File: src/rtl/mem_arb_pkg.sv
// Shared types for the instruction/data memory port arbiter.
// Holds the FSM state encoding and the default starvation limit.
package mem_arb_pkg;

  localparam int MAX_WAIT_DEFAULT = 4;

  typedef enum logic [1:0] {
    ST_IDLE   = 2'd0,
    ST_BUSY_I = 2'd1,
    ST_BUSY_D = 2'd2
  } state_t;

endpackage

File: src/rtl/mem_arb_starve_ctr.sv
// Counts consecutive data-over-instruction grants and raises force_i once
// the instruction side has been passed over MAX_WAIT times in a row.
module mem_arb_starve_ctr
  import mem_arb_pkg::*;
#(
  parameter int MAX_WAIT = MAX_WAIT_DEFAULT
) (
  input  logic clk,
  input  logic reset,
  input  logic i_req,
  input  logic grant_i,
  input  logic grant_d,
  output logic force_i
);

  localparam logic [3:0] LIMIT = 4'(MAX_WAIT);

  logic [3:0] wait_cnt_q, wait_cnt_d;

  always_comb begin
    wait_cnt_d = wait_cnt_q;
    if (!i_req || grant_i) begin
      wait_cnt_d = '0;
    end else if (grant_d && (wait_cnt_q < LIMIT)) begin
      wait_cnt_d = wait_cnt_q + 4'd1;
    end
  end

  always_ff @(posedge clk) begin
    if (reset) begin
      wait_cnt_q <= '0;
    end else begin
      wait_cnt_q <= wait_cnt_d;
    end
  end

  assign force_i = (wait_cnt_q == LIMIT);

endmodule

File: src/rtl/mem_port_arbiter.sv
// Arbitrates an instruction-fetch port and a data port onto one synchronous
// single-port memory: combinational grant in IDLE, ack one cycle later.
module mem_port_arbiter
  import mem_arb_pkg::*;
#(
  parameter int ADDR_W   = 32,
  parameter int DATA_W   = 32,
  parameter int MAX_WAIT = MAX_WAIT_DEFAULT
) (
  input  logic              clk,
  input  logic              reset,
  input  logic              i_req,
  input  logic [ADDR_W-1:0] i_addr,
  output logic              i_ack,
  output logic [DATA_W-1:0] i_rdata,
  input  logic              d_req,
  input  logic              d_we,
  input  logic [ADDR_W-1:0] d_addr,
  input  logic [DATA_W-1:0] d_wdata,
  output logic              d_ack,
  output logic [DATA_W-1:0] d_rdata,
  output logic              i_stall,
  output logic              d_stall,
  output logic              mem_en,
  output logic              mem_we,
  output logic [ADDR_W-1:0] mem_addr,
  output logic [DATA_W-1:0] mem_wdata,
  input  logic [DATA_W-1:0] mem_rdata,
  output logic [31:0]       conflict_cnt,
  output state_t            dbg_state
);

  // Handshake: a requester raises req with its command held stable; the
  // command is issued in an IDLE cycle and ack pulses for exactly one cycle
  // after it. A req still high in the ack cycle counts as a fresh request.

  state_t      state_q, state_d;
  logic [31:0] conflict_cnt_q, conflict_cnt_d;
  logic        in_idle;
  logic        grant_i;
  logic        grant_d;
  logic        force_i;

  mem_arb_starve_ctr #(
    .MAX_WAIT (MAX_WAIT)
  ) u_starve_ctr (
    .clk     (clk),
    .reset   (reset),
    .i_req   (i_req),
    .grant_i (grant_i),
    .grant_d (grant_d),
    .force_i (force_i)
  );

  always_comb begin
    in_idle = (state_q == ST_IDLE) && !reset;
    grant_d = in_idle && d_req && !(i_req && force_i);
    grant_i = in_idle && i_req && !grant_d;

    state_d = ST_IDLE;
    if (grant_d) begin
      state_d = ST_BUSY_D;
    end else if (grant_i) begin
      state_d = ST_BUSY_I;
    end

    conflict_cnt_d = conflict_cnt_q;
    if (in_idle && i_req && d_req && (conflict_cnt_q != '1)) begin
      conflict_cnt_d = conflict_cnt_q + 32'd1;
    end
  end

  always_ff @(posedge clk) begin
    if (reset) begin
      state_q        <= ST_IDLE;
      conflict_cnt_q <= '0;
    end else begin
      state_q        <= state_d;
      conflict_cnt_q <= conflict_cnt_d;
    end
  end

  // Acks are gated by reset so an in-flight access is dropped silently.
  assign i_ack        = (state_q == ST_BUSY_I) && !reset;
  assign d_ack        = (state_q == ST_BUSY_D) && !reset;
  assign i_rdata      = mem_rdata;
  assign d_rdata      = mem_rdata;
  assign i_stall      = i_req && !i_ack;
  assign d_stall      = d_req && !d_ack;
  assign mem_en       = grant_i || grant_d;
  assign mem_we       = grant_d && d_we;
  assign mem_addr     = grant_d ? d_addr : (grant_i ? i_addr : '0);
  assign mem_wdata    = grant_d ? d_wdata : '0;
  assign conflict_cnt = reset ? '0 : conflict_cnt_q;
  assign dbg_state    = state_q;

endmodule

File: config.mk
export PLATFORM = sky130hd
export DESIGN_NAME = mem_port_arbiter
export DESIGN_NICKNAME = d
export VERILOG_FILES = /design/src/rtl/mem_arb_pkg.sv /design/src/rtl/mem_arb_starve_ctr.sv /design/src/rtl/mem_port_arbiter.sv
export SDC_FILE = /design/constraint.sdc
export NUM_CORES = 1
export LEC_CHECK = 0
export CAP_MARGIN = 40
export CORE_AREA = 2 2 118 120
export CTS_CLUSTER_SIZE = 24
export DETAILED_ROUTE_END_ITERATION = 8
export DIE_AREA = 0 0 120 122
export PLACE_DENSITY = 0.66
export SYNTH_ARGS = -nofsm -noshare
export SYNTH_HDL_FRONTEND = slang
export SYNTH_HIERARCHICAL = 1
export SYNTH_SLANG_ARGS = --single-unit
File: constraint.sdc
create_clock -name clk -period 3.5 [get_ports clk]
set_input_delay 0.875 -clock clk [delete_from_list [all_inputs] [get_ports clk]]
set_output_delay 0.875 -clock clk [all_outputs]
set_load 0.1 [all_outputs]
==> run_results.csv, run 1 <==
group,metric,value,unit
placement,dpl.cell_count,712,
die,die_area,14640,µm²
timing,fin_crit_sh,95.31,%
drt,routedWlPerCell,16.33,µm
synthesis,yosysUniqueCellTypes,47,
worst_hold_path,hp-class,"reg -> reg",
timing,relSlewSlack,49.51,%
cells_and_area,area_growth,95.66,%
die,core_area,13500,µm²
placement,dpl.hpwl,9707,µm
timing,slew_violations,0,
cells_and_area,n_antenna_cell,0,
drt,drc,0,
cts,post_cts_resized,0,
synthesis,ys_warn_count,6,
global_route,grt_pass1_wl,17580,µm
cells_and_area,fillers,1226,
worst_setup_path,required,2.62,ns
global_route,grt_pass1_vias,3492,
drt,via_per_inst,4.665,
drt,drt_first_pass_iters,4,
synthesis,synth_seq_cells,38,
cells_and_area,multi_input_area,1889,µm²
cells_and_area,postLayoutCoreUtil,46.32,%
timing,worstMarginPinSlew,0.7573,ns
timing,worst_slack,0.1641,ns
global_route,antenna_found_initial,1,
die,fp.dieH,122,µm
synthesis,syn-instance-count,404,
worst_setup_path,critical_path_arrival,2.46,ns
drt,drt_iter0_drc,163,
cells_and_area,finalNetCount,675,
placement,port-buffer-count,204,
cts,hold_buffers,0,
placement,dpl_cell_area,6061,µm²
cts,cts_tree,"yes",
cts,cts.sinks,38,
worst_setup_path,r2r_cells,5,
timing,hold_viol_final,0,
placement,place_ws,0.1601,ns
cts,post_cts_buffers,0,
power,power,1.842,mW
worst_setup_path,worstPathMaxFanout,37,
power,p_leak,2.362,nW
drt,wl,11760,µm
cts,cts_made_buffers,5,
synthesis,synth_fp_nets,540,
global_route,grt_overflow,0,
cells_and_area,layout_common_cells,"104 x buf_12, 99 x clkdlybuf4s50_1, 36 x dfxtp_1",
power,power_density,294.5,nW/µm²
timing,setup_viol_count_final,0,
run,maxCapViolCount,0,
worst_setup_path,rrSetupSlack,0.99,ns
cells_and_area,seq_area,763.2,µm²
worst_setup_path,endpoint_kind,"primary output",
cells_and_area,final_common_cell,"buf_12",
timing,fmax,299.8,MHz
die,rows,43,
synthesis,synth.avg_cell_area,7.913,µm²
cells_and_area,final_cells,720,
synthesis,netlist_area,3197,µm²
timing,skew,0.004223,ns
drt,drtAntennaViolNets,0,
placement,finalWeightedCongestion,0.7910,
status,status,"completed",
die,die_w,120,µm
synthesis,ys_seq_area_share,23.80,%
worst_setup_path,timing.rr.end,"conflict_cnt_q[17]",
drt,vias,3359,
cells_and_area,final_area,6255,µm²
worst_setup_path,setup.worst_path.start_class,"input port",
timing,rsz0062_at_grt,"no",
worst_setup_path,r2r-start,"conflict_cnt_q[22]",
cts,cts_max_level,2,
worst_hold_path,hold_path_end,"conflict_cnt_q[4]",
cts,clock_latency,0.28,ns
worst_setup_path,critPathKind,"in -> out",
cells_and_area,drive_above_1_share,35.19,%
cts,clk_pin_slew_worst_paths,0.06,ns
worst_hold_path,min-delay-start,"conflict_cnt_q[4]",
timing,period_minus_slack,3.336,ns
cts,root_buffer,"clkbuf_16",
die,io_pins,301,
cts,clockBufferDepth,2,
power,ir_worst_vdd,0.0002221,V
global_route,grt_use_total,15.03,%
worst_hold_path,whs_path_depth,1,
die,initial_core_util,23.67,%
global_route,grt_max_degree,69,
## worst max-delay path: stages
cell	delay (ns)
clkdlybuf4s50_1	0.47
nand2_1	0.07
and3_2	0.24
nor2_2	0.16
buf_12	0.21
a22o_1	0.23
buf_12	0.19
## power breakdown
part           leakage, nW  internal (mW)  total [mW]  switching, mW
combinational         1.96          0.329       0.813          0.485
sequential           0.307          0.436       0.440        0.00440
clock               0.0940          0.409       0.588          0.179
## metal layers
layer	track usage [%]	wire (µm)	vias to the layer above
met1	16.55	4389	1531
met2	26.60	5993	166
met5	0	13	-
met4	4.926	244	2
li1	-	-	1637
met3	5.758	1116	23
## stage by stage
step | hold slack (ns) | setup TNS [ns]
finish | 0.4651 | 0
global route | 0.4902 | 0
CTS | 0.4665 | 0
detailed placement | 0.4531 | 0
global placement | 0.4507 | 0
floorplan | 0.4333 | -0.1827
## registers in the layout, summed over array words and instances (netlist names)
name and cells:
dbg_state 2, conflict_cnt_q 32, u_starve_ctr/wait_cnt_q 4
## area by class of cell
cell class	instances	share of cell area [%]
Clock inverter	3	1.100
Sequential cell	38	12.20
Clock buffer	5	2.000
Multi-Input combinational cell	271	30.21
Tap cell	180	3.601
Timing Repair Buffer	213	50.29
Inverter	10	0.6001
## synth_stat cells, drive strengths merged
master	n	share of area [%]
inv	10	1.2
nor2	27	3.2
and3	5	0.98
a21oi	7	1.1
a22o	32	8.8
and4	2	0.55
or4	6	1.4
buf	69	16
nor3b	4	1.1
a31oi	1	0.20
and4bb	2	0.78
a311oi	1	0.27
o31a	1	0.27
or2	1	0.20
and2	35	6.8
nand3	8	1.4
o211ai	1	0.23
nor4bb	1	0.31
nor2b	29	5.7
o21a	2	0.47
dfxtp	38	24
ha	3	1.2
a211oi	1	0.23
nand2	22	2.7
mux2	18	6.3
clkbuf	16	1.9
or3	7	1.5
nand2b	1	0.20
nor3	13	2.0
o31ai	4	0.94
and3b	2	0.55
o311ai	1	0.27
o21ai	13	2.0
nor4b	4	1.3
nand4	10	2.0
nor4	7	2.2
## cell families (layout without fill, tap and decap cells)
logic type	count (synthesis)	count (layout)	share of synthesized area [%]
adders and majority gates	3	3	1.174
and+or+nand+nor	186	186	34.87
buffers and inverters	95	231	19.02
DFF	38	38	23.80
AOI/OAI and AO/OA	64	64	14.79
muxes	18	18	6.340
## how the worst max path moves through the flow
| stage | startpoint | endpoint | slack (ns) | cells after the start |
|---|---|---|---|---|
| finish | i_req | mem_addr[1] | 0.16 | 7 |
| global route | i_req | mem_addr[1] | 0.06 | 7 |
| CTS | i_req | mem_addr[1] | 0.16 | 7 |
| detailed placement | i_req | mem_addr[1] | 0.16 | 7 |
| global placement | i_req | mem_addr[1] | 0.18 | 7 |
| floorplan | reset | i_stall | -0.18 | 3 |
Power figures use the tool's default switching activity.
==> inputs of run 2 (changes only) <==
--- a/config.mk
+++ b/config.mk
@@ -11,6 +11,7 @@
 export DETAILED_ROUTE_END_ITERATION = 8
 export DIE_AREA = 0 0 120 122
 export PLACE_DENSITY = 0.66
+export SETUP_SLACK_MARGIN = 0.15
 export SYNTH_ARGS = -nofsm -noshare
 export SYNTH_HDL_FRONTEND = slang
 export SYNTH_HIERARCHICAL = 1
==> run 2 against run 1 <==
Clock-buffer cell count grew 1; via count grew 2.5%; clock skew is essentially flat; utilization grew 0.85 points; worst hold slack gained 0.013 ns; clock power shrank 21%; sequential share of layout area shrank 0.22 points; power shrank 4.5%; sequential power is essentially flat; maximum frequency grew 2.9%; worst setup slack gained 0.095 ns; critical path type unchanged; critical endpoint is now mem_addr[9]; largest cell class unchanged; largest power group unchanged; highest routed layer is now met4.
==> run_results.csv, run 2 (same netlist as run 1, synthesis figures left out) <==
group,metric,value,unit
placement,dpl.cell_count,712,
placement,finalWeightedCongestion,0.9038,
cells_and_area,final_cells,726,
cells_and_area,final_common_cell,"buf_12",
cells_and_area,area_growth,99.26,%
cells_and_area,largest-register,"conflict_cnt_q",
cells_and_area,drive_above_1_share,41.76,%
timing,worstMarginPinSlew,0.8641,ns
worst_setup_path,required,2.62,ns
cts,root_buffer,"clkbuf_16",
power,ir_worst_vdd,0.0001693,V
cts,clock_latency,0.28,ns
drt,wl,14700,µm
cts,cts_tree,"yes",
drt,dr_wl_met3,2104,µm
die,rows,43,
placement,dpl.hpwl,12090,µm
cts,cts.sinks,38,
cts,cts_max_level,2,
drt,drt_iter0_drc,265,
timing,slew_violations,0,
timing,fin_crit_sh,92.60,%
worst_setup_path,setup.worst_path.start_class,"input port",
worst_setup_path,critPathKind,"in -> out",
cts,clk_pin_slew_worst_paths,0.06,ns
die,io_pins,301,
cells_and_area,finalNetCount,681,
timing,period_minus_slack,3.241,ns
drt,routedWlPerCell,20.25,µm
timing,fmax,308.6,MHz
die,core_area,13500,µm²
power,p_leak,2.439,nW
timing,setup_viol_count_final,0,
global_route,grt_max_degree,65,
drt,wl_met1,5608,µm
global_route,grt_pass1_wl,21080,µm
global_route,grt_overflow,0,
cts,cts_made_buffers,5,
status,status,"completed",
timing,rsz0062_at_grt,"no",
worst_hold_path,hp-class,"reg -> reg",
global_route,grt_pass1_vias,3486,
worst_setup_path,critical_path_arrival,2.37,ns
drt,wl_met2,6649,µm
timing,hold_viol_final,0,
drt,drtAntennaViolNets,0,
drt,drc,0,
timing,skew,0.004100,ns
power,power_density,276.2,nW/µm²
cells_and_area,fillers,1244,
drt,vias,3444,
die,die_w,120,µm
drt,via_per_inst,4.744,
timing,finalSetupTns,0,ns
drt,top_layer_used,"met4",
cells_and_area,n_antenna_cell,0,
cts,clockBufferDepth,2,
cts,hold_buffers,0,
worst_setup_path,endpoint_kind,"primary output",
timing,relSlewSlack,42.39,%
cells_and_area,largest_register_ffs,32,
global_route,antenna_found_initial,0,
placement,port-buffer-count,204,
drt,drt_first_pass_iters,4,
die,die_area,14640,µm²
run,maxCapViolCount,0,
cells_and_area,layout_common_cells,"101 x buf_12, 98 x clkdlybuf4s50_1, 36 x dfxtp_1",
global_route,grt_use_total,18.80,%
worst_setup_path,worstPathMaxFanout,9,
die,initial_core_util,23.67,%
die,fp.dieH,122,µm
==> run 2: cell types whose count changed in the layout (fill, tap and decap cells not counted), moves of 2 or more <==
cell,change
a22o_1,-15
a22o_2,+8
a22o_4,+7
and2_1,-13
and2_2,+13
buf_12,-3
buf_4,+4
buf_6,+3
bufinv_16,-2
nor2_1,-3
nor2_2,+2
==> run 2: routing by layer <==
layer,vias up,track usage (%)
met2,147,27.98
met4,0,5.368
li1,1650,-
met3,42,12.22
met5,-,0
met1,1605,22.17
==> run 2: critical path: stages <==
cell and delay [ns]:
buf_2 0.13, nor3_1 0.26, buf_4 0.18, nand2_1 0.10, nor2_4 0.25, buf_4 0.22
a22o_2 0.17, buf_12 0.17
==> run 2: worst paths after layout <==
check | start | to | slack (ns) | cells past startpoint
hold reg to reg | conflict_cnt_q[4] | conflict_cnt_q[4] | 0.48 | 1
setup / recovery | reset | mem_addr[9] | 0.26 | 8
hold / removal | conflict_cnt_q[4] | conflict_cnt_q[4] | 0.48 | 1
setup reg to reg | conflict_cnt_q[0] | conflict_cnt_q[3] | 0.91 | 6
==> run 2: cell type report <==
| type | instances | area (µm²) | area share (%) |
|---|---|---|---|
| clock buffers | 6 | 138.9 | 2.180 |
| multi-input cells | 271 | 2001 | 31.41 |
| repair buffers | 219 | 3192 | 50.11 |
| flip-flops and latches | 38 | 763.2 | 11.98 |
| clock inverters | 2 | 12.51 | 0.1964 |
| well taps | 180 | 225.2 | 3.536 |
| inverters | 10 | 37.54 | 0.5893 |
==> run 2: where the power goes <==
group          switching [mW]  leakage, nW  internal [mW]
logic                   0.504         2.06          0.349
clock network           0.184       0.0729          0.282
registers             0.00447        0.307          0.436
==> run 2: repair_timing <==
item	4_1_cts	5_1_grt
pin swaps	0	1
endpoints found under the hold margin	0	0
gates cloned	0	2
gates resized for setup	0	14
setup endpoints to repair	5	61
setup buffers	0	4
==> run 2: stage by stage <==
stage / hold WS (ns) / total power, mW / setup slack (ns) / util, % / area, µm²
floorplan: 0.4333 / 1.256 / 0.01436 / - / 3352
global placement: 0.4519 / 1.282 / 0.1909 / 45.21 / 6105
detailed placement: 0.4633 / 1.283 / 0.1446 / 45.21 / 6105
CTS: 0.4778 / 1.750 / 0.1439 / 46.33 / 6256
global route: 0.5222 / 1.807 / 0.1531 / 47.17 / 6370
finish: 0.4778 / 1.759 / 0.2590 / 47.17 / 6370
==> inputs of run 3 (changes only) <==
--- a/config.mk
+++ b/config.mk
@@ -6,12 +6,14 @@
 export NUM_CORES = 1
 export LEC_CHECK = 0
 export CAP_MARGIN = 40
-export CORE_AREA = 2 2 118 120
+export CORE_AREA = 2 2 116 118
+export CTS_BUF_LIST = sky130_fd_sc_hd__clkbuf_2 sky130_fd_sc_hd__clkbuf_4 sky130_fd_sc_hd__clkbuf_8
 export CTS_CLUSTER_SIZE = 24
 export DETAILED_ROUTE_END_ITERATION = 8
-export DIE_AREA = 0 0 120 122
-export PLACE_DENSITY = 0.66
+export DIE_AREA = 0 0 118 120
+export PLACE_DENSITY = 0.68
 export SETUP_SLACK_MARGIN = 0.15
+export SKIP_LAST_GASP = 1
 export SYNTH_ARGS = -nofsm -noshare
 export SYNTH_HDL_FRONTEND = slang
 export SYNTH_HIERARCHICAL = 1
==> run 3 against run 2 <==
Power fell by 4.6%; non-clock buffer count fell by 2; critical path depth fell by 1; largest power group unchanged; sequential share of layout area rose by 0.13 points; maximum frequency fell by 2.7%; clock-buffer cell count fell by 1; die area fell by 3.3%; critical endpoint is now mem_addr[1]; utilization rose by 1.4 points; combinational power rose by 0.5%; critical path type unchanged.
==> run_results.csv, run 3 (same netlist as run 1, synthesis figures left out) <==
group,metric,value,unit
placement,port-buffer-count,204,
worst_setup_path,crit_chain,"clkdlybuf4s50_1 > buf_6 > nand2_1 > nor2_4 > buf_12 > a22o_1 > buf_12",
cells_and_area,postLayoutCoreUtil,48.55,%
worst_hold_path,hp-class,"reg -> reg",
power,combinationalPowerShare,51.0,%
cells_and_area,drive_above_1_share,41.36,%
placement,finalWeightedCongestion,0.8090,
worst_hold_path,whs_path_depth,1,
timing,hold_viol_final,0,
die,initial_core_util,24.63,%
worst_setup_path,r2r_cells,5,
global_route,antenna_found_initial,0,
timing,slew_violations,0,
cts,cts.sinks,38,
die,fp.dieH,120,µm
cells_and_area,largest-register,"conflict_cnt_q",
cts,root_buffer,"clkbuf_8",
power,switching_share,40.78,%
power,p_int,993.9,µW
global_route,grt_overflow,0,
placement,dpl_cell_area,6132,µm²
timing,rsz0062_at_grt,"yes",
worst_setup_path,timing.critical_path.mode_cell,"buf_12",
timing,fin_crit_sh,95.14,%
power,ir_worst_vdd,0.0002047,V
cells_and_area,area_growth,97.14,%
die,core_area,12980,µm²
power,p_seq_share,26.2,%
drt,via_per_inst,4.872,
timing,setup_viol_count_final,0,
timing,fmax,300.3,MHz
worst_setup_path,crit_path_top_delay_cell,"clkdlybuf4s50_1",
power,power,1.678,mW
timing,period_minus_slack,3.330,ns
cells_and_area,final_common_cell,"buf_12",
drt,drt_first_pass_iters,5,
placement,place_ws,0.1395,ns
cts,clockBufferDepth,2,
cells_and_area,finalNetCount,679,
drt,routedWlPerCell,21.16,µm
power,p_switching,684.5,µW
cts,cts_tree,"yes",
cts,cts_max_level,2,
global_route,grt_pass1_wl,21670,µm
worst_setup_path,required,2.62,ns
timing,finalSetupTns,0,ns
cells_and_area,final_area,6302,µm²
cts,cts_made_buffers,5,
power,power_density,266.3,nW/µm²
placement,dpl.hpwl,12140,µm
cts,clock_latency,0.30,ns
cells_and_area,n_antenna_cell,0,
global_route,grt_use_total,20.01,%
timing,skew,0.006957,ns
run,maxCapViolCount,0,
global_route,grt_max_degree,65,
worst_setup_path,setup.worst_path.start_class,"input port",
power,p_leak,2.391,nW
worst_setup_path,critPathMaxStageDelay,0.49,ns
die,die_w,118,µm
worst_setup_path,critical_path_arrival,2.45,ns
worst_setup_path,endpoint_kind,"primary output",
cells_and_area,layout_common_cells,"102 x buf_12, 99 x clkdlybuf4s50_1, 36 x dfxtp_1",
die,io_pins,301,
die,die_area,14160,µm²
drt,vias,3508,
drt,drc,0,
global_route,grt_pass1_vias,3568,
cells_and_area,largest_register_ffs,32,
timing,relSlewSlack,38.72,%
worst_setup_path,critPathKind,"in -> out",
die,rows,42,
drt,drtAntennaViolNets,0,
cells_and_area,fillers,1163,
drt,wl,15230,µm
cts,clk_pin_slew_worst_paths,0.08,ns
status,status,"completed",
timing,worst_slack,0.1701,ns
worst_setup_path,worstPathMaxFanout,16,
power,clkPwrFrac,22.7,%
drt,drt_iter0_drc,199,
timing,worstMarginPinSlew,0.9193,ns
## run 3: repair_timing
| item | CTS | global route |
|---|---|---|
| pin swaps | 0 | 1 |
| cloned | 0 | 2 |
| gates resized for setup | 0 | 3 |
| setup endpoints to repair | 6 | 31 |
| hold buffers | 0 | 0 |
| buffers inserted | 0 | 1 |
| hold endpoints to repair | 0 | 0 |
## run 3: worst max-delay path, delay by kind of cell
family                 cells  cell delay (ns)
and+or+nand+nor            2             0.36
AOI/OAI and AO/OA          1             0.19
buffers and inverters      4             1.01
## run 3: worst paths after layout
path / end / start / slack (ns)
setup / recovery: mem_addr[1] / i_req / 0.17
hold / removal: conflict_cnt_q[4] / conflict_cnt_q[4] / 0.47
setup reg to reg: conflict_cnt_q[3] / conflict_cnt_q[22] / 0.84
hold reg to reg: conflict_cnt_q[4] / conflict_cnt_q[4] / 0.47
## run 3: routing by layer
metal,vias up,GRT usage (%),part of all wire [%]
li1,1642,-,-
met1,1673,26.51,43
met2,155,28.02,43
met3,38,11.26,13
met4,0,4.518,1.5
met5,-,0,0
## run 3: area by class of cell
class                           instances  area (µm²)  share of cell area [%]
Sequential cell                        38       763.2                   12.11
Timing Repair Buffer                  217        3176                   50.39
Clock inverter                          3       45.04                  0.7147
Inverter                               10       37.54                  0.5956
Multi-Input combinational cell        271        1992                   31.61
Clock buffer                            5       68.82                   1.092
Tap cell                              176       220.2                   3.494
## run 3: per-stage QoR
stage          hold WS (ns)  cells
3_5_place_dp         0.4565    709
2_1_floorplan        0.4333    404
6_report             0.4718    720
5_1_grt              0.4920    720
3_3_place_gp         0.4599    709
4_1_cts              0.4726    717
## run 3: power groups by stage
stage / clock [mW] / combinational (mW) / sequential (mW)
final: 0.382 / 0.857 / 0.440
after global routing: 0.408 / 0.879 / 0.441
after CTS: 0.386 / 0.848 / 0.440
after detailed placement: 0 / 0.843 / 0.450
after global placement: 0 / 0.842 / 0.450
after floorplan: 0 / 0.796 / 0.459
